===== src/rtl/snake_dir_input.sv =====
// Direction-button conditioning for the snake core: 2-flop sync, per-bit debounce,
// press detection, reversal/repeat filter and a 2-deep turn queue released on move ticks.
module snake_dir_input #(
  parameter int unsigned DEB_CYCLES = 20000,
  parameter int unsigned DEB_W      = 15
) (
  input  logic       clk,
  input  logic       clear_n,
  input  logic [3:0] direction,
  input  logic       tick_mv,
  output logic [1:0] moveway,
  output logic       dir_changed,
  output logic [1:0] q_count,
  output logic       overrun
);

  localparam logic [DEB_W-1:0] CNT_MAX = DEB_W'(DEB_CYCLES - 1);

  logic [3:0]       r_sync1;
  logic [3:0]       r_sync2;
  logic [3:0]       r_deb;
  logic [3:0]       r_press;
  logic [DEB_W-1:0] r_cnt [4];

  logic [1:0] r_moveway;
  logic [1:0] r_q0;
  logic [1:0] r_q1;
  logic [1:0] r_qcnt;
  logic       r_overrun;
  logic       r_pop_d;
  logic       r_dir_changed;

  logic       w_pop;
  logic       w_push;
  logic       w_any;
  logic [1:0] w_cnt_pp;
  logic [1:0] w_ref;
  logic [1:0] w_code;
  logic [3:0] w_valid;

  // r_press is the one-cycle rising edge of r_deb, registered alongside the flip
  always_ff @(posedge clk or negedge clear_n) begin
    if (!clear_n) begin
      r_sync1 <= '0;
      r_sync2 <= '0;
      r_deb   <= '0;
      r_press <= '0;
      for (int unsigned k = 0; k < 4; k++) r_cnt[k] <= '0;
    end else begin
      r_sync1 <= direction;
      r_sync2 <= r_sync1;
      r_press <= '0;
      for (int unsigned k = 0; k < 4; k++) begin
        if (r_sync2[k] == r_deb[k]) begin
          r_cnt[k] <= '0;
        end else if (r_cnt[k] == CNT_MAX) begin
          r_deb[k]   <= ~r_deb[k];
          r_press[k] <= ~r_deb[k];
          r_cnt[k]   <= '0;
        end else begin
          r_cnt[k] <= r_cnt[k] + 1'b1;
        end
      end
    end
  end

  // Reference is the post-pop queue tail, else the heading moveway will hold next
  always_comb begin
    w_pop    = tick_mv && (r_qcnt != 2'd0);
    w_cnt_pp = r_qcnt - {1'b0, w_pop};
    if (w_cnt_pp == 2'd2)      w_ref = r_q1;
    else if (w_cnt_pp == 2'd1) w_ref = w_pop ? r_q1 : r_q0;
    else                       w_ref = w_pop ? r_q0 : r_moveway;
    for (int unsigned k = 0; k < 4; k++) begin
      w_valid[k] = r_press[k] && (2'(k) != w_ref) && ((2'(k) ^ w_ref) != 2'b11);
    end
    w_any  = |w_valid;
    w_code = 2'd0;
    if (w_valid[3])      w_code = 2'd3;
    else if (w_valid[0]) w_code = 2'd0;
    else if (w_valid[1]) w_code = 2'd1;
    else if (w_valid[2]) w_code = 2'd2;
    w_push = w_any && (w_cnt_pp != 2'd2);
  end

  always_ff @(posedge clk or negedge clear_n) begin
    if (!clear_n) begin
      r_moveway     <= 2'b11;
      r_q0          <= '0;
      r_q1          <= '0;
      r_qcnt        <= '0;
      r_overrun     <= 1'b0;
      r_pop_d       <= 1'b0;
      r_dir_changed <= 1'b0;
    end else begin
      if (w_pop) begin
        r_moveway <= r_q0;
        r_q0      <= r_q1;
      end
      if (w_push) begin
        if (w_cnt_pp == 2'd0) r_q0 <= w_code;
        else                  r_q1 <= w_code;
      end
      r_qcnt <= w_cnt_pp + {1'b0, w_push};
      if (w_any && !w_push) r_overrun <= 1'b1;
      r_pop_d       <= w_pop;
      r_dir_changed <= r_pop_d;
    end
  end

  assign moveway     = r_moveway;
  assign dir_changed = r_dir_changed;
  assign q_count     = r_qcnt;
  assign overrun     = r_overrun;

endmodule

===== config.mk =====
export PLATFORM = sky130hd
export DESIGN_NAME = snake_dir_input
export DESIGN_NICKNAME = d
export VERILOG_FILES = /design/src/rtl/snake_dir_input.sv
export SDC_FILE = /design/constraint.sdc
export NUM_CORES = 1
export LEC_CHECK = 0
export ABC_AREA = 1
export CORE_MARGIN = 2
export CORE_UTILIZATION = 65
export CTS_CLUSTER_DIAMETER = 30
export DETAILED_ROUTE_END_ITERATION = 10
export PLACE_DENSITY_LB_ADDON = 0.12
export SYNTH_ARGS = -nofsm -noshare
export SYNTH_HDL_FRONTEND = slang
export SYNTH_SLANG_ARGS = --single-unit

===== constraint.sdc =====
create_clock -name clk -period 4.25 [get_ports clk]
set_input_delay 0.6375 -clock clk [delete_from_list [all_inputs] [get_ports clk]]
set_output_delay 0.6375 -clock clk [all_outputs]
set_load 0.01 [all_outputs]

Word-level counts from Yosys, hierarchy flattened --
Cells that the tools add are included.
Storage, ports and cells: input port bits 7, register bits after elaboration 87, word-level logic and storage cells 101, output and inout bits 6
Cells by class: muxes and demuxes 26, reductions and logical operators 21, equal/unequal tests 18, bitwise operators 12, add/sub/neg operators 6
Operators by type and width (number):
- 15-bit 2-to-1 mux | 8
- 15-bit by 1-bit adder with 15-bit output (second input constant) | 4
- 15-bit equality test (second input constant) | 4
- 2-bit 2-to-1 mux | 10
- 1-bit logical AND | 11
- 1-bit NOT | 11
- 2-bit != test (second input constant) | 5
- 2-bit AND reduction | 5
- 1-bit 2-to-1 mux | 8
- 1-bit equality test | 4
- 2-bit != test (first input constant) | 2
- 2-bit nonzero test | 2
- 4-bit OR reduction | 1
- 2-bit by 1-bit adder with 2-bit output | 1
- 2-bit by 1-bit equality test with 1-bit output (second input constant) | 1
- 2-bit equality test (second input constant) | 1
- 2-bit logical NOT | 1
- 1-bit by 2-bit != test with 1-bit output (first input constant) | 1
- 2-bit NOT | 1
- 2-bit by 1-bit subtractor with 2-bit output | 1
- 1-bit logical NOT | 1

Depth between registers and ports, before layout --
Gate-level depths: netlist (run 1).
depth after elaboration 15, depth in mapped cells 19, depth with buffers taken out 19

Worst setup path before layout (run 1) --
OpenSTA, ideal clock, no wires.
path type input-to-reg, from input tick_mv, to register r_qcnt[1], in the netlist q_count[1], required time 4.127 ns, cell stages on the path 15, setup slack 1.948 ns, path buffers 0, arrival 2.179 ns, library setup time 0.123 ns, path through nand2_4 > inv_1 > ha_1 > inv_2 > nand3_1 > nand2_1 > nor2_1 > nor2_1 > nand2_1 > nand3_1 > nand2_1 > inv_2 > a21oi_1 > ha_1 > xor2_1
Between the ends: cells in the longest elaborated chain, start to end 11, elaborated cells on any way between the ends 31, classes of those cells add/sub: 2; eq/ne: 10; mux: 4; bitwise: 3; reduce/logical: 12
RTL lines:
- from (decl) | line 10 | input logic tick_mv,
- 1-bit logical AND (*) | line 69 | w_pop = tick_mv && (r_qcnt != 2'd0);
- net w_pop | line 33 | logic w_pop;
- 2-bit by 1-bit subtractor with 2-bit output | line 70 | w_cnt_pp = r_qcnt - {1'b0, w_pop};
- 2-bit by 1-bit equality test with 1-bit output | line 72 | else if (w_cnt_pp == 2'd1) w_ref = w_pop ? r_q1 : r_q0;
- 2-bit 2-to-1 mux | line 72
- 2-bit 2-to-1 mux | line 71 | if (w_cnt_pp == 2'd2) w_ref = r_q1;
- 1-bit by 2-bit != test with 1-bit output, or another cell as far along | line 75 | w_valid[k] = r_press[k] && (2'(k) != w_ref) && ((2'(k) ^ w_ref) != 2'b11);
- 1-bit logical AND or 2-bit != test (tied branches) | line 75
- 1-bit logical AND | line 75
- 4-bit OR reduction | line 77 | w_any = |w_valid;
- 1-bit logical AND | line 83 | w_push = w_any && (w_cnt_pp != 2'd2);
- 2-bit by 1-bit adder with 2-bit output (*) | line 104 | r_qcnt <= w_cnt_pp + {1'b0, w_push};
- to (signal assigned) | line 104
- to (decl) | line 28 | logic [1:0] r_qcnt;
The timed path passes the listed nets; every way through them passes the cells marked *. A chain may end at the register's enable or synchronous reset.

Final worst setup path (run 1) --
Same ends and word-level chain as after synthesis.

==> results.sh, run 1 <==
export IMPL_finalSetupTns_ns=0
export IMPL_max_slew_margin_pct=49.8
export IMPL_synth_edf_count=0
export IMPL_fin_crit_ns=2.75
export IMPL_routedWlPerCell_um=12.6
export IMPL_num_fill_cells=450
export IMPL_synthCells=455
export IMPL_clk_pin_slew_ns=0.08
export IMPL_slowest_stage="clkdlybuf4s50_1"
export IMPL_final_area_um2=4500
export IMPL_drcViolationCount=0
export IMPL_hold_violations=0
export IMPL_yosys_warnings=0
export IMPL_synth_top_area_share_pct=51.8
export IMPL_synthFlopType="dfrtp_1"
export IMPL_drive_gt1_share_pct=11.6
export IMPL_yosysTopAreaCell="dfrtp_1"
export IMPL_dp_slack_ns=1.16
export IMPL_power_density_nw_per_um2=408
export IMPL_portBuffers=12
export IMPL_whs_ns=0.340
export IMPL_syn_area_per_cell_um2=9.02
export IMPL_core_um2=6030
export IMPL_die_area_um2=6970
export IMPL_crit_type="in2reg"
export IMPL_syn_area_um2=4100
export IMPL_p_leak_nw=2.06
export IMPL_clock_sinks=87
export IMPL_clkLatencyLatePin_ns=0.35
export IMPL_slew_viol_final=0
export IMPL_vias=2955
export IMPL_cp_max_fo=6
export IMPL_r2r_cells=18
export IMPL_ios=13
export IMPL_synth_distinct_cells=35
export IMPL_yosys_cell_count_top_type="dfrtp_1"
export IMPL_fmax_mhz=364
export IMPL_finalCritPeriodShare_pct=64.6
export IMPL_setup_slack_ns=1.50
export IMPL_grt_max_degree=64
export IMPL_dpl_cell_count=543
export IMPL_diodes=0
export IMPL_via_per_inst=5.30
export IMPL_cts_path_max_buffers=2
export IMPL_dp_hpwl_um=4980
export IMPL_grt_ovfl_total=0
export IMPL_startpoint_type="input pin"
export IMPL_grt_pass1_vias=2929
export IMPL_skew_ns=0.00891
export IMPL_required_ns=4.52
export IMPL_ctsHoldBuffers=0
export IMPL_min_path_type="in2async"
export IMPL_drtAntennaViolNets=0
export IMPL_rsz0062_at_grt="false"
export IMPL_cts_resized_gates=0
export IMPL_gp_congestion=0.837
export IMPL_drv_cap=0
export IMPL_die_y_um=83.5
export IMPL_regToRegSetupSlack_ns=1.82
export IMPL_end_kind="register"
export IMPL_synth_seq_area_share_pct=53.1
export IMPL_cts_buffers_inserted=9
export IMPL_rr_endpoint="q_count[1]"
export IMPL_synthArstFlopShare_pct=100
export IMPL_antenna_found_initial=0
export IMPL_max_stage_delay_ns=0.54
export IMPL_crit_family="buffers and inverters"
export IMPL_num_rows=28
export IMPL_wl_um=7010
export IMPL_area_growth_pct=9.63
export IMPL_synth_seq_cells=87
export IMPL_crit_buf_inv=5
export IMPL_status="finished clean"
export IMPL_root_buffer="clkbuf_8"
export IMPL_vdd_drop_max_uv=341
export IMPL_multiInputGateArea_um2=1690
export IMPL_syn_nets=468
export IMPL_drtIter0Drc=175
export IMPL_reg2reg_from="q_count[1]"
export IMPL_crit_chain="clkdlybuf4s50_1 -> nand2_4 -> inv_1 -> ha_1 -> inv_2 -> nand3_1 -> nand2_1 -> inv_1 -> nand2_1 -> nand3_1 -> nand2_1 -> nand3_1 -> nand2_2 -> inv_2 -> a21oi_1 -> ha_1 -> xor2_1"
export IMPL_firstDrtPassIters=4
export IMPL_htree_levels=3
export IMPL_synth_area_leaders="dfrtp_1 52%, nand2_1 6.9%, inv_1 5.1%"
export IMPL_cts_tree="yes"
export IMPL_setup_viol_count_final=0
export IMPL_worst_slew_pin_slew_ns=0.753
export IMPL_regArea_um2=2180
export IMPL_final_nets=492
export IMPL_initial_core_util_pct=68.1
export IMPL_grt_pass1_wl_um=12600
export IMPL_netlist_top_cells_count="85 x dfrtp_1, 75 x nand2_1, 56 x inv_1"
export IMPL_post_cts_buffers=0
export IMPL_track_usage_pct=22.3
export IMPL_fin_cells=558
export IMPL_placed_area_um2=4320
export IMPL_cp_arrival_ns=3.02
export IMPL_die_x_um=83.5
-- cell usage in the layout (no fill, tap or decap), types with 4 or more instances in the layout --
cell             instances
xor2_1                  14
o21ai_0                 17
a21oi_1                 24
nor4_1                   5
nand3_1                 25
nor2_2                  10
dfrtp_1                 85
nor3b_1                  5
inv_2                    6
ha_1                     6
nor2_1                  51
clkdlybuf4s50_1         11
nand2_1                 75
nor3_1                  20
nor3_2                   4
nand3_2                  9
clkbuf_8                12
inv_1                   56
nand4_1                  5
xnor2_1                  9
-- per-stage QoR --
step	util (%)	power, W
floorplan	-	0.00120
global placement	71.7	0.00131
detailed placement	71.7	0.00132
CTS	74.7	0.00185
global route	74.7	0.00194
finish	74.7	0.00184
-- power by group --
part           switching, W  internal (W)
Combinational      0.000251      0.000147
Sequential        0.0000301      0.000881
Clock              0.000268      0.000259
Total              0.000549       0.00129
-- per-layer routing --
layer / global-route usage (%) / wire (µm) / up-vias
met2: 35.4 / 3150 / 46
met1: 30.1 / 3480 / 1381
met5: 0 / 0 / -
met3: 5.44 / 256 / 12
met4: 8.21 / 114 / 0
li1: - / - / 1516
-- kinds of logic (layout without fill, tap and decap cells) --
kind of cell    Yosys count  in the layout  synth area share, %
buf+inv                  63             91                 5.76
flops                    87             87                 53.1
simple gates            227            227                 28.1
xor+xnor                 23             23                 4.91
fa+ha+maj                 6              6                 1.83
compound gates           49             49                 6.25
-- worst max path at each step --
stage | startpoint | end | slack [ns] | depth (start not counted)
floorplan | tick_mv | q_count[1] | 1.95 | 15
global placement | tick_mv | q_count[1] | 1.27 | 16
detailed placement | tick_mv | q_count[1] | 1.16 | 17
CTS | tick_mv | q_count[1] | 1.52 | 17
global route | tick_mv | q_count[1] | 1.26 | 17
finish | tick_mv | q_count[1] | 1.50 | 17
-- cell type report --
class | count | area share (%)
multi-input combinational | 305 | 37.5
sequential | 87 | 48.4
inverter | 63 | 5.26
clock buffer | 15 | 3.92
timing repair buffer | 13 | 2.78
tap | 75 | 2.09
-- sequential cells by signal, summed over array words and instances (netlist names) --
register     count
dir_changed      1
moveway          2
overrun          1
q_count          2
r_cnt           60
r_deb            4
r_pop_d          1
r_press          4
r_q0             2
r_q1             2
r_sync1          4
r_sync2          4
Power figures use the tool's default switching activity.
==> run 2, diff against run 1 <==
- CORE_UTILIZATION: 65 -> 55
- clock period: 4.25 -> 2.5 ns (I/O delays scaled with it)
==> run 2 against run 1 <==
Final cell count increased by 6.5%. Clock skew decreased by 0.00095 ns. Sequential power grew 70%. First-iteration DRC count shrank 32%. Combinational power increased by 110%. Hold slack gained 0.012 ns. Critical path depth unchanged. Global-route usage decreased by 3.3 points. Wire length down 0.77%. Die area up 17%. Largest cell class unchanged. Sequential share of layout area fell by 1.7 points. Core utilization is 10 points lower.
==> results.sh, run 2 (synthesis gave the netlist of run 1 again) <==
export IMPL_diodes=0
export IMPL_setup_viol_count_final=0
export IMPL_regToRegSetupSlack_ns=0.22
export IMPL_fmax_mhz=439
export IMPL_skew_ns=0.00796
export IMPL_wl_um=6950
export IMPL_root_buffer="clkbuf_8"
export IMPL_area_growth_pct=13.5
export IMPL_dpl_cell_count=576
export IMPL_min_path_type="reg2reg"
export IMPL_final_nets=503
export IMPL_vdd_drop_max_uv=343
export IMPL_track_usage_pct=19.0
export IMPL_worst_slew_pin_slew_ns=0.509
export IMPL_grt_pass1_wl_um=12600
export IMPL_power_density_nw_per_um2=702
export IMPL_fin_cells=594
export IMPL_regArea_um2=2180
export IMPL_startpoint_type="register"
export IMPL_vias=3035
export IMPL_antenna_found_initial=0
export IMPL_postLayoutCoreUtil_pct=64.2
export IMPL_finalCritPeriodShare_pct=91.0
export IMPL_drive_gt1_share_pct=14.9
export IMPL_num_fill_cells=627
export IMPL_routedWlPerCell_um=11.7
export IMPL_portBuffers=12
export IMPL_status="finished clean"
export IMPL_final_common_cell="dfrtp_1"
export IMPL_grt_ovfl_total=0
export IMPL_max_slew_margin_pct=66.0
export IMPL_placed_area_um2=4430
export IMPL_die_y_um=90.4
export IMPL_num_rows=31
export IMPL_slew_viol_final=0
export IMPL_drv_cap=0
export IMPL_initial_core_util_pct=56.6
export IMPL_dp_hpwl_um=5030
export IMPL_final_area_um2=4660
export IMPL_finalSetupTns_ns=0
export IMPL_dp_slack_ns=-0.133
export IMPL_setup_slack_ns=0.224
export IMPL_core_um2=7250
export IMPL_crit_type="reg2reg"
export IMPL_rsz0062_at_grt="false"
export IMPL_gp_congestion=0.917
export IMPL_largest_register_ffs=60
export IMPL_via_per_inst=5.11
export IMPL_cts_path_max_buffers=2
export IMPL_clock_sinks=87
export IMPL_fin_crit_ns=2.28
export IMPL_die_x_um=90.4
export IMPL_top_register="r_cnt"
export IMPL_end_kind="register"
export IMPL_cts_buffers_inserted=9
export IMPL_multiInputGateArea_um2=1710
export IMPL_firstDrtPassIters=4
export IMPL_grt_pass1_vias=3009
export IMPL_cp_arrival_ns=2.55
export IMPL_required_ns=2.78
export IMPL_die_area_um2=8170
export IMPL_drtIter0Drc=119
export IMPL_p_leak_nw=2.11
export IMPL_htree_levels=3
export IMPL_cp_max_fo=6
export IMPL_ios=13
export IMPL_grt_max_degree=49
export IMPL_clkLatencyLatePin_ns=0.35
export IMPL_cts_tree="yes"
export IMPL_hold_violations=0
export IMPL_clk_pin_slew_ns=0.08
export IMPL_drcViolationCount=0
export IMPL_layout_common_cells="85 x dfrtp_1, 73 x nand2_1, 56 x inv_1, 50 x nor2_1"
export IMPL_drtAntennaViolNets=0
==> run 2: cell types whose count changed in the layout (fill, tap and decap cells not counted), sizes merged <==
cell | previous run | this run
buf | 2 | 12
clkbuf | 15 | 12
clkinvlp | 0 | 2
clkinv | 1 | 2
dlygate4sd3 | 0 | 1
inv | 62 | 63
==> run 2: through the flow <==
step | hold slack (ns) | total power [W]
after global routing | 0.370 | 0.00348
after CTS | 0.356 | 0.00325
after floorplan | 0.0794 | 0.00204
after detailed placement | 0.337 | 0.00234
after global placement | 0.333 | 0.00231
final | 0.352 | 0.00327
==> run 2: repair_timing <==
action,CTS,global route
hold buffers,1,0
hold endpoints to repair,1,0
buffers inserted,0,1
gates resized for setup,0,5
endpoints found under the setup margin,0,6
==> run 2: final cells by class <==
type                            count  area share [%]
Multi-Input combinational cell    305            36.8
Tap cell                           99            2.66
Inverter                           63            5.08
Clock buffer                       12            3.33
Clock inverter                      4           0.618
Timing Repair Buffer               24            4.78
Sequential cell                    87            46.8
==> run 2: report_power, final <==
group          switching [W]  total, W  internal [W]
clock               0.000479  0.000897      0.000418
combinational       0.000482  0.000823      0.000341
sequential         0.0000529   0.00155       0.00150
==> run 2: critical path, cell delays in order (launching register included) <==
cell	delay, ns
dfrtp_1	0.41
inv_2	0.11
nand2_4	0.09
nand2_4	0.06
inv_1	0.07
ha_4	0.28
nand3_1	0.10
nand2_2	0.10
inv_1	0.06
nand2_1	0.07
nand3_1	0.09
nand2_1	0.10
nand3_1	0.10
nand2_2	0.10
inv_2	0.04
a21oi_1	0.13
ha_1	0.17
xor2_1	0.13
==> run 2: worst paths after layout <==
path                       startpoint  depth (start not counted)          to
max                        q_count[0]                         17  q_count[1]
min                        r_sync1[3]                          0  r_sync2[3]
max reg2reg                q_count[0]                         17  q_count[1]
min reg2reg                r_sync1[3]                          0  r_sync2[3]
max in group asynchronous     clear_n                          3  r_sync2[2]
min in group asynchronous     clear_n                          2   r_cnt[11]
==> run 2: metal layers <==
| layer | vias to the layer above | wire length, µm | global-route usage [%] |
|---|---|---|---|
| met3 | 10 | 244 | 5.76 |
| met1 | 1438 | 3400 | 24.1 |
| met2 | 45 | 3190 | 31.0 |
| li1 | 1542 | - | - |
| met5 | - | 0 | 0 |
| met4 | 0 | 122 | 6.92 |
